[config.mk]
export PLATFORM = sky130hd
export DESIGN_NAME = alu_issue_stage
export DESIGN_NICKNAME = d
export VERILOG_FILES = /design/src/rtl/alu_pkg.sv /design/src/rtl/alu_decode.sv /design/src/rtl/alu_issue_stage.sv
export SDC_FILE = /design/constraint.sdc
export NUM_CORES = 1
export LEC_CHECK = 0
export BUFFER_PORTS_ARGS = -buffer_cell sky130_fd_sc_hd__buf_2
export CAP_MARGIN = 20
export CORE_AREA = 2 2 124 126
export DETAILED_ROUTE_END_ITERATION = 12
export DIE_AREA = 0 0 126 128
export PLACE_DENSITY = 0.73
export SLEW_MARGIN = 20
export SYNTH_ARGS = -nofsm -noshare
export SYNTH_HDL_FRONTEND = slang
export SYNTH_SLANG_ARGS = --single-unit
[constraint.sdc]
create_clock -name clk -period 1.7 [get_ports clk]
set_input_delay 0.17 -clock clk [delete_from_list [all_inputs] [get_ports clk]]
set_output_delay 0.17 -clock clk [all_outputs]
set_load 0.02 [all_outputs]
[src/rtl/alu_pkg.sv]
// Shared ALU control encodings, RV32I opcode/funct3 constants and the
// issue-register bundle used by the ALU issue stage.
package alu_pkg;

  typedef enum logic [3:0] {
    ALU_AND = 4'b0000,
    ALU_OR  = 4'b0001,
    ALU_XOR = 4'b0010,
    ALU_SLL = 4'b0011,
    ALU_SRL = 4'b0100,
    ALU_SRA = 4'b0101,
    ALU_ADD = 4'b0110,
    ALU_SUB = 4'b0111
  } alu_cntl_e;

  localparam logic [6:0] OPC_LOAD   = 7'b0000011;
  localparam logic [6:0] OPC_OP_IMM = 7'b0010011;
  localparam logic [6:0] OPC_AUIPC  = 7'b0010111;
  localparam logic [6:0] OPC_STORE  = 7'b0100011;
  localparam logic [6:0] OPC_OP     = 7'b0110011;
  localparam logic [6:0] OPC_LUI    = 7'b0110111;
  localparam logic [6:0] OPC_BRANCH = 7'b1100011;
  localparam logic [6:0] OPC_JALR   = 7'b1100111;
  localparam logic [6:0] OPC_JAL    = 7'b1101111;

  localparam logic [2:0] F3_ADD_SUB = 3'b000;
  localparam logic [2:0] F3_SLL     = 3'b001;
  localparam logic [2:0] F3_SLT     = 3'b010;
  localparam logic [2:0] F3_SLTU    = 3'b011;
  localparam logic [2:0] F3_XOR     = 3'b100;
  localparam logic [2:0] F3_SR      = 3'b101;
  localparam logic [2:0] F3_OR      = 3'b110;
  localparam logic [2:0] F3_AND     = 3'b111;

  typedef enum logic [1:0] {
    OP1_RS1  = 2'd0,
    OP1_PC   = 2'd1,
    OP1_ZERO = 2'd2
  } op1_sel_e;

  typedef enum logic [1:0] {
    OP2_RS2  = 2'd0,
    OP2_IMM  = 2'd1,
    OP2_FOUR = 2'd2,
    OP2_ZERO = 2'd3
  } op2_sel_e;

  typedef struct packed {
    logic        valid;
    logic [2:0]  funct;
    logic [31:0] op1;
    logic [31:0] op2;
    alu_cntl_e   alu_cntl;
    logic [4:0]  rd;
    logic        regwrite;
    logic        is_load;
    logic        illegal;
  } issue_t;

  // A bubble is also the reset image of the issue register.
  localparam issue_t ISSUE_BUBBLE = '{
    valid:    1'b0,
    funct:    3'b000,
    op1:      32'h0,
    op2:      32'h0,
    alu_cntl: ALU_ADD,
    rd:       5'd0,
    regwrite: 1'b0,
    is_load:  1'b0,
    illegal:  1'b0
  };

endpackage

[src/rtl/alu_decode.sv]
// Combinational opcode/funct3 to ALU control decode: selects operand sources,
// the ALU operation and the write-back/load/illegal attributes.
module alu_decode
  import alu_pkg::*;
(
  input  logic [6:0] i_opcode,
  input  logic [2:0] i_funct3,
  input  logic       i_alt,
  output logic [3:0] o_alu_cntl,
  output logic [1:0] o_op1_sel,
  output logic [1:0] o_op2_sel,
  output logic       o_shift,
  output logic       o_uses_rs1,
  output logic       o_uses_rs2,
  output logic       o_regwrite,
  output logic       o_is_load,
  output logic       o_illegal
);

  always_comb begin
    // NOTE: every output gets a default before the case so no path leaves it
    // unassigned; that is what keeps this block free of inferred latches.
    o_alu_cntl = ALU_ADD;
    o_op1_sel  = OP1_ZERO;
    o_op2_sel  = OP2_ZERO;
    o_shift    = 1'b0;
    o_uses_rs1 = 1'b0;
    o_uses_rs2 = 1'b0;
    o_regwrite = 1'b0;
    o_is_load  = 1'b0;
    o_illegal  = 1'b0;

    case (i_opcode)
      OPC_OP, OPC_OP_IMM: begin
        o_op1_sel  = OP1_RS1;
        o_uses_rs1 = 1'b1;
        o_op2_sel  = (i_opcode == OPC_OP) ? OP2_RS2 : OP2_IMM;
        o_uses_rs2 = (i_opcode == OPC_OP);
        o_regwrite = 1'b1;
        case (i_funct3)
          // instr[30] selects SUB only for register-register ops; ADDI has no SUBI.
          F3_ADD_SUB: o_alu_cntl = (i_opcode == OPC_OP && i_alt) ? ALU_SUB : ALU_ADD;
          F3_SLL: begin
            o_alu_cntl = ALU_SLL;
            o_shift    = 1'b1;
          end
          F3_SLT, F3_SLTU: o_alu_cntl = ALU_SUB;
          F3_XOR:          o_alu_cntl = ALU_XOR;
          F3_SR: begin
            o_alu_cntl = i_alt ? ALU_SRA : ALU_SRL;
            o_shift    = 1'b1;
          end
          F3_OR:           o_alu_cntl = ALU_OR;
          default:         o_alu_cntl = ALU_AND;
        endcase
      end
      OPC_LOAD: begin
        o_op1_sel  = OP1_RS1;
        o_op2_sel  = OP2_IMM;
        o_uses_rs1 = 1'b1;
        o_regwrite = 1'b1;
        o_is_load  = 1'b1;
      end
      OPC_STORE: begin
        o_op1_sel  = OP1_RS1;
        o_op2_sel  = OP2_IMM;
        o_uses_rs1 = 1'b1;
      end
      OPC_LUI: begin
        o_op2_sel  = OP2_IMM;
        o_regwrite = 1'b1;
      end
      OPC_AUIPC: begin
        o_op1_sel  = OP1_PC;
        o_op2_sel  = OP2_IMM;
        o_regwrite = 1'b1;
      end
      OPC_JAL, OPC_JALR: begin
        o_op1_sel  = OP1_PC;
        o_op2_sel  = OP2_FOUR;
        o_regwrite = 1'b1;
      end
      OPC_BRANCH: begin
        o_alu_cntl = ALU_SUB;
        o_op1_sel  = OP1_RS1;
        o_op2_sel  = OP2_RS2;
        o_uses_rs1 = 1'b1;
        o_uses_rs2 = 1'b1;
      end
      default: o_illegal = 1'b1;
    endcase
  end

endmodule

[src/rtl/alu_issue_stage.sv]
// ID-to-EX issue register for the ALU: operand forwarding, load-use hazard
// detection, stall/flush handling and the registered ALU-side controls.
module alu_issue_stage
  import alu_pkg::*;
(
  input  logic        clk,
  input  logic        rst_n,
  input  logic        id_valid,
  input  logic [31:0] id_instr,
  input  logic [31:0] id_pc,
  input  logic [31:0] id_rs1_data,
  input  logic [31:0] id_rs2_data,
  input  logic [31:0] id_imm,
  input  logic [4:0]  exm_rd,
  input  logic [4:0]  mwb_rd,
  input  logic        exm_regwrite,
  input  logic        mwb_regwrite,
  input  logic [31:0] exm_result,
  input  logic [31:0] mwb_result,
  input  logic        exm_is_load,
  input  logic        flush,
  input  logic        ex_stall,
  output logic        ex_valid,
  output logic [2:0]  ex_funct,
  output logic [31:0] ex_op1,
  output logic [31:0] ex_op2,
  output logic [3:0]  ex_ALUcntl,
  output logic [4:0]  ex_rd,
  output logic        ex_regwrite,
  output logic        ex_is_load,
  output logic        stall_req,
  output logic        illegal
);

  logic [4:0]  w_rs1;
  logic [4:0]  w_rs2;
  logic [4:0]  w_rd;
  logic        w_unused_instr_bits;
  logic [3:0]  w_alu_cntl;
  logic [1:0]  w_op1_sel;
  logic [1:0]  w_op2_sel;
  logic        w_shift;
  logic        w_uses_rs1;
  logic        w_uses_rs2;
  logic        w_regwrite;
  logic        w_is_load;
  logic        w_illegal;
  logic [31:0] w_fwd_rs1;
  logic [31:0] w_fwd_rs2;
  logic [31:0] w_op1;
  logic [31:0] w_op2_raw;
  logic [31:0] w_op2;
  logic        w_load_use;
  issue_t      w_issue;
  issue_t      r_ex;

  assign w_rs1 = id_instr[19:15];
  assign w_rs2 = id_instr[24:20];
  assign w_rd  = id_instr[11:7];
  assign w_unused_instr_bits = &{1'b0, id_instr[31], id_instr[29:25]};

  alu_decode u_decode (
    .i_opcode   (id_instr[6:0]),
    .i_funct3   (id_instr[14:12]),
    .i_alt      (id_instr[30]),
    .o_alu_cntl (w_alu_cntl),
    .o_op1_sel  (w_op1_sel),
    .o_op2_sel  (w_op2_sel),
    .o_shift    (w_shift),
    .o_uses_rs1 (w_uses_rs1),
    .o_uses_rs2 (w_uses_rs2),
    .o_regwrite (w_regwrite),
    .o_is_load  (w_is_load),
    .o_illegal  (w_illegal)
  );

  // The younger producer (EX/MEM) has the newer value, so it wins over MEM/WB.
  always_comb begin
    w_fwd_rs1 = id_rs1_data;
    if (exm_regwrite && exm_rd != 5'd0 && exm_rd == w_rs1)
      w_fwd_rs1 = exm_result;
    else if (mwb_regwrite && mwb_rd != 5'd0 && mwb_rd == w_rs1)
      w_fwd_rs1 = mwb_result;

    w_fwd_rs2 = id_rs2_data;
    if (exm_regwrite && exm_rd != 5'd0 && exm_rd == w_rs2)
      w_fwd_rs2 = exm_result;
    else if (mwb_regwrite && mwb_rd != 5'd0 && mwb_rd == w_rs2)
      w_fwd_rs2 = mwb_result;
  end

  always_comb begin
    case (op1_sel_e'(w_op1_sel))
      OP1_RS1: w_op1 = w_fwd_rs1;
      OP1_PC:  w_op1 = id_pc;
      default: w_op1 = 32'h0;
    endcase

    case (op2_sel_e'(w_op2_sel))
      OP2_RS2:  w_op2_raw = w_fwd_rs2;
      OP2_IMM:  w_op2_raw = id_imm;
      OP2_FOUR: w_op2_raw = 32'd4;
      default:  w_op2_raw = 32'h0;
    endcase

    // The ALU shifts by all of op2, so only the 5-bit shift amount is passed on.
    w_op2 = w_shift ? {27'b0, w_op2_raw[4:0]} : w_op2_raw;
  end

  always_comb begin
    w_issue          = ISSUE_BUBBLE;
    w_issue.valid    = 1'b1;
    w_issue.funct    = id_instr[14:12];
    w_issue.op1      = w_op1;
    w_issue.op2      = w_op2;
    w_issue.alu_cntl = alu_cntl_e'(w_alu_cntl);
    w_issue.rd       = w_rd;
    w_issue.regwrite = w_regwrite;
    w_issue.is_load  = w_is_load;
    w_issue.illegal  = w_illegal;
  end

  // A load sitting in EX/MEM has no result yet, so a dependent op must wait a cycle.
  assign w_load_use = id_valid && exm_is_load && r_ex.valid && (exm_rd != 5'd0) &&
                      ((w_uses_rs1 && exm_rd == w_rs1) || (w_uses_rs2 && exm_rd == w_rs2));

  assign stall_req = rst_n && (ex_stall || w_load_use);

  always_ff @(posedge clk or negedge rst_n) begin
    // NOTE: state is updated with non-blocking assignments so every register
    // samples pre-edge values regardless of statement order.
    if (!rst_n)
      r_ex <= ISSUE_BUBBLE;
    else if (flush)
      r_ex <= ISSUE_BUBBLE;
    else if (!ex_stall) begin
      if (w_load_use || !id_valid)
        r_ex <= ISSUE_BUBBLE;
      else
        r_ex <= w_issue;
    end
  end

  assign ex_valid    = r_ex.valid;
  assign ex_funct    = r_ex.funct;
  assign ex_op1      = r_ex.op1;
  assign ex_op2      = r_ex.op2;
  assign ex_ALUcntl  = r_ex.alu_cntl;
  assign ex_rd       = r_ex.rd;
  assign ex_regwrite = r_ex.regwrite;
  assign ex_is_load  = r_ex.is_load;
  assign illegal     = r_ex.illegal;

endmodule

## Yosys cells after proc, flatten, opt, wreduce, memory -nomap -nowiden

Cells that the tools add are included.

| storage, ports and cells | value |
|---|---|
| bits in registers | 80 |
| input bits | 242 |
| output and inout port bits | 81 |
| logic and storage cells | 88 |

| operators by class | value |
|---|---|
| equality and inequality tests | 23 |
| muxes and demuxes | 24 |
| reductions and logical operators | 32 |

Operators with widths:

| kind | count |
|---|---|
| two-way mux 80 bit | 3 |
| two-way mux 32 bit | 5 |
| one-hot mux 32 bit (3 select lines) | 1 |
| one-hot mux 32 bit (2 select lines) | 1 |
| one-hot mux 4 bit (6 select lines) | 1 |
| == test 7 x 6 -> 1 bit (second input constant) | 3 |
| == test 7 bit (second input constant) | 3 |
| == test 5 bit | 4 |
| == test 7 x 5 -> 1 bit (second input constant) | 2 |
| logical AND 1 bit | 14 |
| nonzero test 5 bit | 2 |
| == test 3 bit (second input constant) | 3 |
| two-way mux 1 bit | 9 |
| OR reduction 9 bit | 1 |
| one-hot mux 2 bit (4 select lines) | 1 |
| one-hot mux 4 bit (2 select lines) | 1 |
| OR reduction 2 bit | 4 |
| == test 7 x 2 -> 1 bit (second input constant) | 1 |
| OR reduction 7 bit | 1 |
| == test 3 x 2 -> 1 bit (second input constant) | 2 |
| OR reduction 5 bit | 1 |
| == test 2 x 1 -> 1 bit (second input constant) | 2 |
| zero test 2 bit | 2 |
| one-hot mux 2 bit (2 select lines) | 1 |
| other kinds (9) | 11 |

## Logic depth before layout (Yosys ltp)

| depth | value |
|---|---|
| depth after elaboration | 10 |
| mapped depth | 9 |
| mapped depth without buffers | 6 |

## By module

From an unflattened synthesis, not the netlist that was laid out.

| second synthesis, totals | value |
|---|---|
| cells, all modules | 702 |
| area, all modules | 5,805.6 sq um |

By module, submodules not included:

| module | instances | cells an instance | area each (sq um) |
|---|---|---|---|
| alu_issue_stage | 1 | 657 | 5,491.5 |
| alu_decode | 1 | 45 | 314.1 |

## Worst setup path before layout

Ideal clock, no wire load.

| path | value |
|---|---|
| path type | flip-flop to flip-flop |
| from | register r_ex (netlist bit ex_valid) |
| to | register r_ex (netlist bit ex_op2[12]) |
| setup time | 0.131 ns |
| arrival | 1.922 ns |
| data required time | 1.569 ns |
| setup slack | -0.353 ns |
| stages on the path, launching flop included | 8 |
| path buffers | 2 |
| period minus slack after synthesis | 2.053 ns |
| path through | dfrtp_1 > o2111ai_2 > or4_4 > and3_1 > buf_4 > o31ai_2 > buf_2 > a22oi_1 |

| between the ends | value |
|---|---|
| longest elaborated chain between the ends | 7 |

RTL lines:

| element | RTL line | text |
|---|---|---|
| start: declaration | alu_issue_stage.sv:55 | `issue_t r_ex;` |
| start signal: assignment | alu_issue_stage.sv:140 | `r_ex <= w_issue;` |
| logical AND 1 bit (3 in a row) | alu_issue_stage.sv:124 | `assign w_load_use = id_valid && exm_is_load && r_ex.valid && (exm_rd != 5'd0) &&` |
| logical OR 1 bit | alu_issue_stage.sv:137 | `if (w_load_use \|\| !id_valid)` |
| two-way mux 80 bit | alu_issue_stage.sv:137 |  |
| two-way mux 80 bit | alu_issue_stage.sv:136 | `else if (!ex_stall) begin` |
| two-way mux 80 bit | alu_issue_stage.sv:134 | `else if (flush)` |

No other way between the ends. The select of a mux whose other input is x is not followed.
A chain may end at the register's enable or synchronous reset.

## Worst setup path in the final report

| path | value |
|---|---|
| from | register r_ex (netlist bit ex_valid) |
| to | register r_ex (netlist bit ex_op1[12]) |

The elaborated chain is that of the path after synthesis.

==> impl_metrics.env <==
export IMPL_status="finished with violations"
export IMPL_failed_checks="setup timing"
export IMPL_hold_ws_ps=54.5
export IMPL_period_needed_ps=1920
export IMPL_crit_path_start_kind="flop"
export IMPL_netSwitchingPower_mw=1.29
export IMPL_grt_pass1_wl_mm=34.5
export IMPL_layout_common_cells="buf_2, nand2_1, dfrtp_1"
export IMPL_ys_warn_count=0
export IMPL_crit_type="flop to flop"
export IMPL_setup_ws_ps=-217
export IMPL_totalWireLength_mm=23.1
export IMPL_fin_crit_sh_pct=113
export IMPL_worst_pin_slew_ps=599
export IMPL_final_layout_size_suffix_gt1_share_pct=46.9
export IMPL_clockPowerShare_pct=41.1
export IMPL_rrSetupSlack_ps=-220
export IMPL_drc_errors=0
export IMPL_async_flop_share_pct=100
export IMPL_initial_core_util_pct=36.9
export IMPL_crit_fanout=32
export IMPL_utilization_pct=55.2
export IMPL_combPwrFrac_pct=18.7
export IMPL_io_buffers=315
export IMPL_arrival_ps=2140
export IMPL_first_iter_violations=555
export IMPL_skew_ps=8.00
export IMPL_antenna_left=0
export IMPL_die_w_um=126
export IMPL_areaGrowthSynthToFinish_pct=49.7
export IMPL_clk_pin_slew_ps=70
export IMPL_antenna_found_initial=3
export IMPL_cts_num_sinks=79
export IMPL_final_common_cell="buf_2"
export IMPL_grt_pass1_vias=6159
export IMPL_vias=6342
export IMPL_ys_types=54
export IMPL_cts_tree="done"
export IMPL_grt_ovfl_total=0
export IMPL_ys_flop_type="dfrtp_1"
export IMPL_drt_first_pass_iters=5
export IMPL_fin_setup_tns_ps=-9470
export IMPL_detailed_place_hpwl_mm=17.8
export IMPL_syn_area_um2=5480
export IMPL_dp_worst_setup_slack_ps=-486
export IMPL_r2r_cells=6
export IMPL_cts_htree_levels=3
export IMPL_cts_buffers=9
export IMPL_power_density_nw_per_um2=577
export IMPL_clk_latency_ps=340
export IMPL_sw_frac_of_total_pct=27.2
export IMPL_hp_class="input port to flop"
export IMPL_maxSlewHeadroom_pct=59.9
export IMPL_core_area_um2=14900
export IMPL_fp_dieArea_um2=16100
export IMPL_synth_seq_cells=79
export IMPL_setup_worst_path_end_class="flop"
export IMPL_max_cap_violations=0
export IMPL_hold_depth=2
export IMPL_cts_root_buf="clkbuf_16"
export IMPL_grt_max_degree=80
export IMPL_rows=45
export IMPL_nets=1207
export IMPL_place_congestion=0.951
export IMPL_track_usage_pct=27.7
export IMPL_wl_per_cell_um=19.9
export IMPL_synth_edf_count=0
export IMPL_cp_data_required_time_ps=1920
export IMPL_rsz0062_at_grt="true"
export IMPL_viasPerCell=5.47
export IMPL_syn_num_nets=866
export IMPL_syn_avg_cell_area_um2=8.78
export IMPL_io_pins=323
export IMPL_sequentialPowerShare_pct=40.2
export IMPL_seq_area_frac_synth_pct=36.1
export IMPL_p_total_mw=4.74
export IMPL_syn_inst=624
export IMPL_cts_buffer_depth=2
export IMPL_die_y_um=128
export IMPL_p_leak_nw=4.01
export IMPL_vdd_drop_max_mv=0.378
export IMPL_report_final_hold_viol_count=0
export IMPL_fmax_ghz=0.522
export IMPL_finalSetupViolCount=72
export IMPL_internal_power_mw=3.45
export IMPL_drv_slew=0
==> power by group through the flow <==
stage | logic, mW | clock network, mW | registers [mW]
floorplan | 0.284 | 0 | 1.96
global placement | 0.859 | 0 | 1.94
detailed placement | 0.864 | 0 | 1.94
CTS | 0.881 | 1.98 | 1.91
global route | 0.959 | 2.06 | 1.91
finish | 0.885 | 1.95 | 1.91
==> logic make-up (layout without fill, tap and decap cells) <==
group / after synthesis / count (layout) / synth area share [%]
other cells: 1 / 4 / 0.0684
mux: 32 / 32 / 5.84
buf+inv: 54 / 398 / 5.27
simple gates: 227 / 227 / 19.0
xor+xnor: 22 / 22 / 3.52
flops: 79 / 79 / 36.1
compound gates: 209 / 210 / 30.1
==> what timing repair did <==
item | 4_1_cts | 5_1_grt
setup buffers | 1 | 0
hold buffers | 1 | 0
gates cloned | 2 | 0
hold endpoints to repair | 77 | 0
pin swaps | 8 | 15
endpoints found under the setup margin | 74 | 76
gates resized for setup | 10 | 4
==> per-stage QoR <==
stage / area [µm²] / cells
3_3_place_gp: 7800 / 1138
3_5_place_dp: 7800 / 1138
6_report: 8210 / 1160
4_1_cts: 8190 / 1157
5_1_grt: 8210 / 1160
2_1_floorplan: 5570 / 624
==> worst max-delay path: stages, from the launching register on <==
cell       delay, ps
dfrtp_2          370
o2111ai_2        110
or4_4            570
nand3_4          130
a2111oi_4         60
buf_12           180
a221o_1          360
==> worst paths after layout <==
check / startpoint / to
max: ex_valid / ex_op1[12]
min: id_pc[3] / ex_op1[3]
max reg2reg: ex_valid / ex_op1[12]
min reg2reg: illegal / illegal
max in group asynchronous: rst_n / ex_op2[25]
min in group asynchronous: rst_n / ex_op2[1]
==> layer usage <==
layer	vias to the layer above	track usage, %	wire, µm	part of all wire [%]
li1	2967	-	-	-
met2	344	42.7	10500	45
met4	0	10.8	562	2.4
met5	-	0	0	0
met3	49	4.88	1800	7.8
met1	2982	38.9	10200	44
==> state kept, by name, summed over array words and instances, names as in the netlist <==
register,cells
ex_op1,32
ex_valid,1
ex_is_load,1
ex_funct,3
ex_rd,5
ex_regwrite,1
ex_ALUcntl,3
illegal,1
ex_op2,32
==> synthesized netlist by cell type (all sizes together), types with 3 or more instances <==
cell type	count	share of area, %
a21boi	26	3.6
a21oi	3	0.27
a221o	32	5.9
a22o	8	1.3
a22oi	26	4.4
a2bb2oi	3	0.59
a311o	11	2.0
a31o	16	2.6
a31oi	9	1.0
and2	34	3.9
and3	4	0.46
buf	24	3.2
clkbuf	27	1.9
dfrtp	77	35
inv	3	0.21
mux2i	32	5.8
nand2	143	9.8
nand2b	4	0.46
nand3	7	0.87
nor2	18	1.2
nor3	4	0.37
o21a	3	0.41
o21ai	61	5.6
or4	4	0.75
xnor2	12	1.9
xor2	10	1.6
==> area by class of cell <==
type | instances | area (µm²)
Fill cell | 1413 | 6660
Clock inverter | 6 | 62.6
Multi-Input combinational cell | 492 | 3340
Tap cell | 188 | 235
Inverter | 3 | 11.3
Timing Repair Buffer | 380 | 2350
Clock buffer | 9 | 225
Sequential cell | 79 | 1980
Antenna cell | 3 | 7.51
(Power assumes the default switching activity.)
